## config.mk

```make
export PLATFORM = sky130hd
export DESIGN_NAME = ps2_note_tracker
export DESIGN_NICKNAME = d
export VERILOG_FILES = /design/src/rtl/ps2_note_tracker.sv
export SDC_FILE = /design/constraint.sdc
export NUM_CORES = 1
export LEC_CHECK = 0
export ABC_AREA = 1
export ABC_CLOCK_PERIOD_IN_PS = 5000
export CORE_UTILIZATION = 55
export DETAILED_ROUTE_END_ITERATION = 7
export GPL_TIMING_DRIVEN = 0
export HOLD_SLACK_MARGIN = 0.03
export MAX_ROUTING_LAYER = met4
export PLACE_DENSITY = 0.79
export SYNTH_ARGS = -nofsm -noshare
export SYNTH_HDL_FRONTEND = slang
export SYNTH_SLANG_ARGS = --single-unit
```

## constraint.sdc

```tcl
create_clock -name clk -period 5 [get_ports clk]
set_input_delay 0.5 -clock clk [delete_from_list [all_inputs] [get_ports clk]]
set_output_delay 0.5 -clock clk [all_outputs]
set_load 0.01 [all_outputs]
```

## src/rtl/ps2_note_tracker.sv

```systemverilog
// PS/2 scan-code consumer: pops bytes from the receiver FIFO, decodes make/break/E0
// prefixes and tracks up to two held note keys for the frequency lookup.
module ps2_note_tracker #(
    parameter int TIMEOUT = 1_000_000
) (
    input  logic       clk,
    input  logic       rst,
    input  logic [7:0] kb_data,
    input  logic       kb_ready,
    output logic       kb_nextdata_n,
    output logic [7:0] nowdata,
    output logic [7:0] pastdata,
    output logic       dual,
    output logic       off,
    output logic [7:0] press_count
);
    localparam int CW = (TIMEOUT > 2) ? $clog2(TIMEOUT) : 1;
    localparam logic [CW-1:0] CNT_LAST = CW'(TIMEOUT - 1);

    typedef enum logic [1:0] {S_MAKE, S_BREAK, S_EXT, S_EXTBRK} state_t;

    state_t        state_q, state_d;
    logic          pop_q, pop_d;
    logic          nextn_q, nextn_d;
    logic [CW-1:0] cnt_q, cnt_d;
    logic [7:0]    now_q, now_d;
    logic [7:0]    past_q, past_d;
    logic [7:0]    count_q, count_d;
    logic          consume;

    function automatic logic is_note(input logic [7:0] b);
        case (b)
            8'h16, 8'h1E, 8'h26, 8'h25, 8'h2E, 8'h36,
            8'h3D, 8'h3E, 8'h46, 8'h45, 8'h4E, 8'h55: is_note = 1'b1;
            default:                                  is_note = 1'b0;
        endcase
    endfunction

    // One byte per two cycles: the cycle after a pop is the strobe cycle and never consumes.
    assign consume = kb_ready && !pop_q;

    always_comb begin
        state_d = state_q;
        pop_d   = consume;
        nextn_d = !consume;
        cnt_d   = cnt_q;
        now_d   = now_q;
        past_d  = past_q;
        count_d = count_q;
        if (consume) begin
            cnt_d = '0;
            case (state_q)
                S_MAKE: begin
                    if (kb_data == 8'hF0) begin
                        state_d = S_BREAK;
                    end else if (kb_data == 8'hE0) begin
                        state_d = S_EXT;
                    end else if (is_note(kb_data) && kb_data != now_q && kb_data != past_q) begin
                        // A third key pushes the older one out of the past slot.
                        if (now_q != 8'h00) past_d = now_q;
                        now_d   = kb_data;
                        count_d = count_q + 8'd1;
                    end
                end
                S_BREAK: begin
                    state_d = S_MAKE;
                    if (kb_data != 8'hF0 && kb_data != 8'hE0 && kb_data != 8'h00) begin
                        if (kb_data == now_q) begin
                            now_d  = past_q;
                            past_d = 8'h00;
                        end else if (kb_data == past_q) begin
                            past_d = 8'h00;
                        end
                    end
                end
                S_EXT:    state_d = (kb_data == 8'hF0) ? S_EXTBRK : S_MAKE;
                default:  state_d = S_MAKE;
            endcase
        end else if (state_q != S_MAKE) begin
            // A dangling prefix is dropped after a long idle gap.
            if (cnt_q == CNT_LAST) begin
                state_d = S_MAKE;
                cnt_d   = '0;
            end else begin
                cnt_d = cnt_q + 1'b1;
            end
        end else begin
            cnt_d = '0;
        end
    end

    always_ff @(posedge clk or posedge rst) begin
        if (rst) begin
            state_q <= S_MAKE;
            pop_q   <= 1'b0;
            nextn_q <= 1'b1;
            cnt_q   <= '0;
            now_q   <= 8'h00;
            past_q  <= 8'h00;
            count_q <= 8'h00;
        end else begin
            state_q <= state_d;
            pop_q   <= pop_d;
            nextn_q <= nextn_d;
            cnt_q   <= cnt_d;
            now_q   <= now_d;
            past_q  <= past_d;
            count_q <= count_d;
        end
    end

    assign kb_nextdata_n = nextn_q;
    assign nowdata       = now_q;
    assign pastdata      = past_q;
    assign press_count   = count_q;
    assign dual          = (past_q != 8'h00);
    assign off           = (now_q == 8'h00);

endmodule

```

==> impl_metrics.tcl <==
set metrics [dict create \
    design.core.area_um2 5172 \
    boundaryPins 38 \
    synth_edf_count 0 \
    synth_cell_types 28 \
    status "complete, no violations" \
    syn_to_final_growth_pct 19.02 \
    grt_pass1_wl_mm 11.30 \
    fillers 429 \
    r2r-start "cnt_q[0]$_DFF_PP0_" \
    die_x_um 75.77 \
    synth_fa_ha_area_share_pct 0.8361 \
    finalSetupTns_ns 0 \
    synth-xor-area-share_pct 4.390 \
    ys_ff_latch 48 \
    rsz0062_at_grt "false" \
    final_common_cell "nand2_1" \
    cp.required_ns 4.50 \
    grt_max_degree 35 \
    io_buffers 37 \
    critPathMaxStageDelay_ns 0.58 \
    vias_per_cell 5.166 \
    async_flop_share_pct 100.0 \
    postSynthCellCount 439 \
    clk_path_buf_depth 2 \
    setup_viol 0 \
    arrival_ns 1.75 \
    cts_tree "done" \
    clock_latency_ns 0.31 \
    cts_root_buf "clkbuf_8" \
    crit_start "nowdata[3]$_DFFE_PP0P_" \
    cts_htree_levels 2 \
    overflow 0 \
    timing.fmax_mhz 445.0 \
    grt_pass1_vias 2634 \
    cts_setup_buffers 0 \
    power_leakage_uw 0.001699 \
    crit_type "reg -> out" \
    path_max_fanout 4 \
    synth_seq_area_share_pct 40.18 \
    synth.area.mux_share_pct 0 \
    antenna_left 0 \
    period_share_pct 44.95 \
    drtIter0Drc 117 \
    drt_wl_total_mm 6.837 \
    drv_slew 0 \
    end_kind "output port" \
    synthesis.area_um2 2993 \
    n_antenna_cell 0 \
    wl_per_cell_um 12.32 \
    synth_top_family_by_area "simple AND/OR/NAND/NOR gates" \
    clock-sinks 48 \
    worst_slew_pin_slew_ns 0.5672 \
    min_path_type "in -> async" \
    layout_common_cells "151 x nand2_1, 59 x nor2_1, 52 x inv_1" \
    avgSynthCellArea_um2 6.817 \
    antenna_found_initial 0 \
    hold_violations 0 \
    cts_resized 0 \
    grtUsageTotal_pct 27.04 \
    drv_cap 0 \
    dr.pass1.iters 4 \
    utilization_pct 68.87 \
    crit_slowest_cell "clkdlybuf4s50_1" \
    synth_fp_nets 452 \
    fp.dieH_um 75.77 \
    powerDensity_nw_per_um2 411.9 \
    initial_core_util_pct 57.86 \
    nets 497 \
    cp_cell_sequence "inv_1 > nand4_1 > nor2_1 > clkdlybuf4s50_1" \
    cts.clk_slew.worst_paths_ns 0.09 \
    synthSimpleGateAreaFrac_pct 40.76 \
    drc 0 \
    clock_skew_ns 0.009047 \
    hpwl_mm 5.219 \
    fp.dieArea_um2 5740 \
    start_kind "register" \
    min_period_ns 2.247 \
    vias 2867 \
    synth_compound_area_share_pct 6.020 \
    synthFlopType "dfrtp_1" \
    cts_hold_buf 0 \
    ys_warn_count 0 \
    gp_congestion 0.9153 \
    max-slew-margin-rel_pct 62.05 \
    ir_drop_uv 194.1 \
    numCtsBuffers 5 \
    rows 26 \
    drive_gt1_share_pct 6.598 \
]
power breakdown:
group	internal (uW)	switching [uW]
Combinational	285	359
Clock	100	135
Sequential	476	112
Total	861	606
layout make-up:
cell class                      count  area, um2  share of cell area [%]
Multi-Input combinational cell    331       1556                   43.69
Sequential cell                    48       1202                   33.75
Timing Repair Buffer               38      390.4                   10.96
Inverter                           56      210.2                   5.901
Tap cell                           70      87.58                   2.459
Clock buffer                        5      68.82                   1.932
Buffer                              4      23.77                  0.6674
Clock inverter                      3      22.52                  0.6322
routing by layer:
layer  wire (um)  part of all wire (%)  track usage [%]
met1        3013                    44            31.99
met3         293                   4.3            4.365
met5           0                     0                -
met2        3347                    49            45.23
met4         182                   2.7            12.14
logic make-up after synthesis:
family	Yosys count
AOI/OAI and AO/OA	35
adders and majority gates	2
buffers and inverters	60
and+or+nand+nor	279
DFF	48
xor gates and xnor gates	15
critical path: cells and delay by family, from the launching register on:
family        cells  cell delay, ns
buf+inv           2            0.73
simple gates      2            0.30
flops             1            0.42
flip-flops by register name, summed over array words and instances, names as in the netlist:
register and count:
state_q 2, press_count 8, cnt_q 20, pastdata 8, nowdata 8, kb_nextdata_n 1
pop_q 1
cell usage after synthesis (3+ instances only):
library cell,count,share of area (%)
nand2_1,151,19
nand4_1,7,1.5
nor2_1,59,7.4
nor4_1,5,1.0
a21oi_1,8,1.3
nand3_1,32,5.4
nor2_4,3,1.1
dfrtp_1,47,39
nor3_1,8,1.3
xor2_1,13,3.8
inv_2,3,0.38
nor2_2,5,1.0
inv_1,53,6.6
o21ai_0,24,4.0
stage by stage:
stage / total power (uW) / instances / hold slack [ns] / setup slack, ns / cell area (um2)
after floorplan: 946.8 / 439 / 0.4524 / 3.357 / 2993
after global placement: 1215 / 546 / 0.4664 / 2.471 / 3451
after detailed placement: 1236 / 547 / 0.4752 / 2.506 / 3471
after CTS: 1469 / 555 / 0.4707 / 2.763 / 3562
after global routing: 1579 / 555 / 0.5028 / 2.622 / 3562
final: 1467 / 555 / 0.4707 / 2.753 / 3562
final timing paths:
check,to,slack (ns),cells after the start
worst min register to register,cnt_q[0]$_DFF_PP0_,0.48,1
worst max-delay path,off,2.75,4
worst max register to register,cnt_q[10]$_DFF_PP0_,2.94,9
min in group clk,cnt_q[0]$_DFF_PP0_,0.48,1
worst min-delay path,cnt_q[8]$_DFF_PP0_,0.47,2
max in group asynchronous,kb_nextdata_n$_DFF_PP1_,3.99,3
No activity file was read; power rests on OpenSTA's default activity.
==> RTL edit: new RTL, config.mk and constraints unchanged <==
The parameter `TIMEOUT` goes from 1_000_000 to 500_000.
--- a/src/rtl/ps2_note_tracker.sv
+++ b/src/rtl/ps2_note_tracker.sv
@@ -1,7 +1,7 @@
 // PS/2 scan-code consumer: pops bytes from the receiver FIFO, decodes make/break/E0
 // prefixes and tracks up to two held note keys for the frequency lookup.
 module ps2_note_tracker #(
-    parameter int TIMEOUT = 1_000_000
+    parameter int TIMEOUT = 500_000
 ) (
     input  logic       clk,
     input  logic       rst,
Check against the original RTL: no difference found for any inputs over 4 cycles, from zero or initial values and one cycle with rst high; that may be too few to reach the edited logic, so the function may still have changed.
==> RTL edit against the unedited design <==
- clock power grew 7%
- power grew 1.0%
- design area grew 3.2%
- routed wire length grew 10%
- setup slack lost 0.13 ns
- sequential cell count shrank 1
- largest power group unchanged
- hold slack lost 0.025 ns
- synthesized area grew 4.2%
==> RTL edit: results (changes against the unedited design) <==
| Metric | Value |
|---|---|
| N_diodes | `0 (unchanged)` |
| Layout cell share with drive strength beyond 1 | `9.307% (+2.7 points)` |
| Via count of the first global-routing pass | `2,692 (+2.2%)` |
| HPWL Detailed | `5692 um (+9.1%)` |
| CP top delay family | `buffers and inverters` |
| CP Max Fanout | `5 (+1)` |
| Max VDD drop | `0.3328 mV (+71%)` |
| Max reg flops | `19 (-5.0%)` |
| Initial DRC count | `222 (+90%)` |
| Total Wirelength | `7518 um (+10%)` |
| HP Class | `in2async` |
| CTS hold repair buffers | `0 (unchanged)` |
| CP max stage delay | `0.53 ns (-0.05 ns)` |
| Clock latency on the worst-skew pair | `0.31 ns (about the same)` |
| Status | `finished, final reports clean` |
| Commonest cells in the netlist | `nand2_1, nor2_1, inv_1` |
| RePlAce Congestion | `0.9353 (+2.2%)` |
| First-pass GRT wire length | `12,560 um (+11%)` |
| 1st-pass router iterations | `5 (+1)` |
| Clock Root Buffer | `clkbuf_8` |
| Clk slew on worst S/H paths | `0.09 ns (about the same)` |
| Vias after detailed routing | `3,003 (+4.7%)` |
| Met2 Track Usage GR | `39.20% (-6.0 points)` |
| Worst EP arrival | `1.88 ns (+0.13 ns)` |
| Met1 Resource Use GR | `39.01% (+7.0 points)` |
| Leakage Power | `0.001840 uW (+8.3%)` |
| Setup Skew | `0.006595 ns (-0.002452 ns)` |
| Initial antenna violation count | `0 (unchanged)` |
| Syn_nets | `474 (+4.9%)` |
| Post-synthesis sequential area ratio | `37.75% (-2.4 points)` |
| Gr usage total | `27.58% (+0.54 points)` |
| Hold Slack | `0.4455 ns (-0.02515 ns)` |
| Largest Register | `cnt_q` |
| Yosys Warn Count | `0 (unchanged)` |
| CTS Buffer Depth | `2 (unchanged)` |
| Area post-placement | `3580 um^2 (+3.1%)` |
| # port buffers | `35 (-5.4%)` |
| Metal3 WL | `490 um (+67%)` |
| Largest net degree at the start of global routing | `37 (+5.7%)` |
| R2r endpoint | `cnt_q[17]$_DFF_PP0_` |
| Slowest cell on the critical path | `clkdlybuf4s50_1` |
| Met2 Wirelength | `3333 um (-0.42%)` |
| Crit path from | `nowdata[6]$_DFFE_PP0P_` |
| Synth area leaders | `dfrtp_1, nand2_1, nor2_1, inv_1, nand3_1` |
| Worst-margin pin slew | `0.5660 ns (-0.001126 ns)` |
| Distinct cell type count after synthesis | `32 (+14%)` |
| Wl on met1 | `3585 um (+19%)` |
| Nets | `517 (+4.0%)` |
| Reg2Reg Setup Slack | `3.01 ns (+0.07 ns)` |
| Met3 Usage GRT | `5.238% (+0.87 points)` |
| Reg2reg path depth | `9 (unchanged)` |
## RTL edit: cell types whose count changed after synthesis, sizes merged, moves of 2 or more
cell / delta
nand2: +18
xnor2: +2
nor2: +3
o21ai: -8
nor3: +2
o211ai: -2
buf: +3
nand4: +3
clkbuf: -2
dlygate4sd1: +2
inv: +6
a21oi: -7
## RTL edit: stage by stage
step	std cells	setup WS, ns	total power, uW
2_1_floorplan	461	3.351	938.6
3_3_place_gp	568	2.431	1209
3_5_place_dp	569	2.541	1224
4_1_cts	577	2.606	1482
5_1_grt	577	2.521	1586
6_report	577	2.621	1482
## RTL edit: worst register-to-register path: stages (launching register included)
cell and delay (ns):
dfrtp_1 0.44, ha_1 0.19, nand2_1 0.10, nor2_2 0.15, nand4_1 0.11, nor3_1 0.20
nand3_1 0.16, nand3_2 0.19, buf_2 0.26, nor2_1 0.08
## RTL edit: logic make-up (layout without fill, tap and decap cells)
logic type / after synthesis / count (layout) / share of synthesized area [%]
AO/OA/AOI/OAI: 21 / 21 / 3.731
XOR/XNOR: 18 / 18 / 5.054
adder cells (fa/ha/maj): 2 / 2 / 0.8021
buffers and inverters: 69 / 113 / 9.506
flip-flops: 47 / 47 / 37.75
AND/OR/NAND/NOR: 304 / 304 / 43.16
## RTL edit: layout make-up
| type | instances | area (um^2) |
|---|---|---|
| timing repair buffer | 36 | 370.4 |
| clock inverter | 2 | 13.76 |
| tap | 72 | 90.09 |
| inverter | 62 | 232.7 |
| buffer | 7 | 63.81 |
| sequential | 47 | 1177 |
| clock buffer | 6 | 82.58 |
| multi-input combinational | 345 | 1645 |
| fill | 479 | 1797 |
## RTL edit: where the power goes
group / internal [uW] / switching, uW / leakage (uW)
registers: 464 / 123 / 0.000616
logic: 284 / 359 / 0.00117
clock network: 113 / 139 / 0.0000516
total: 862 / 621 / 0.00184
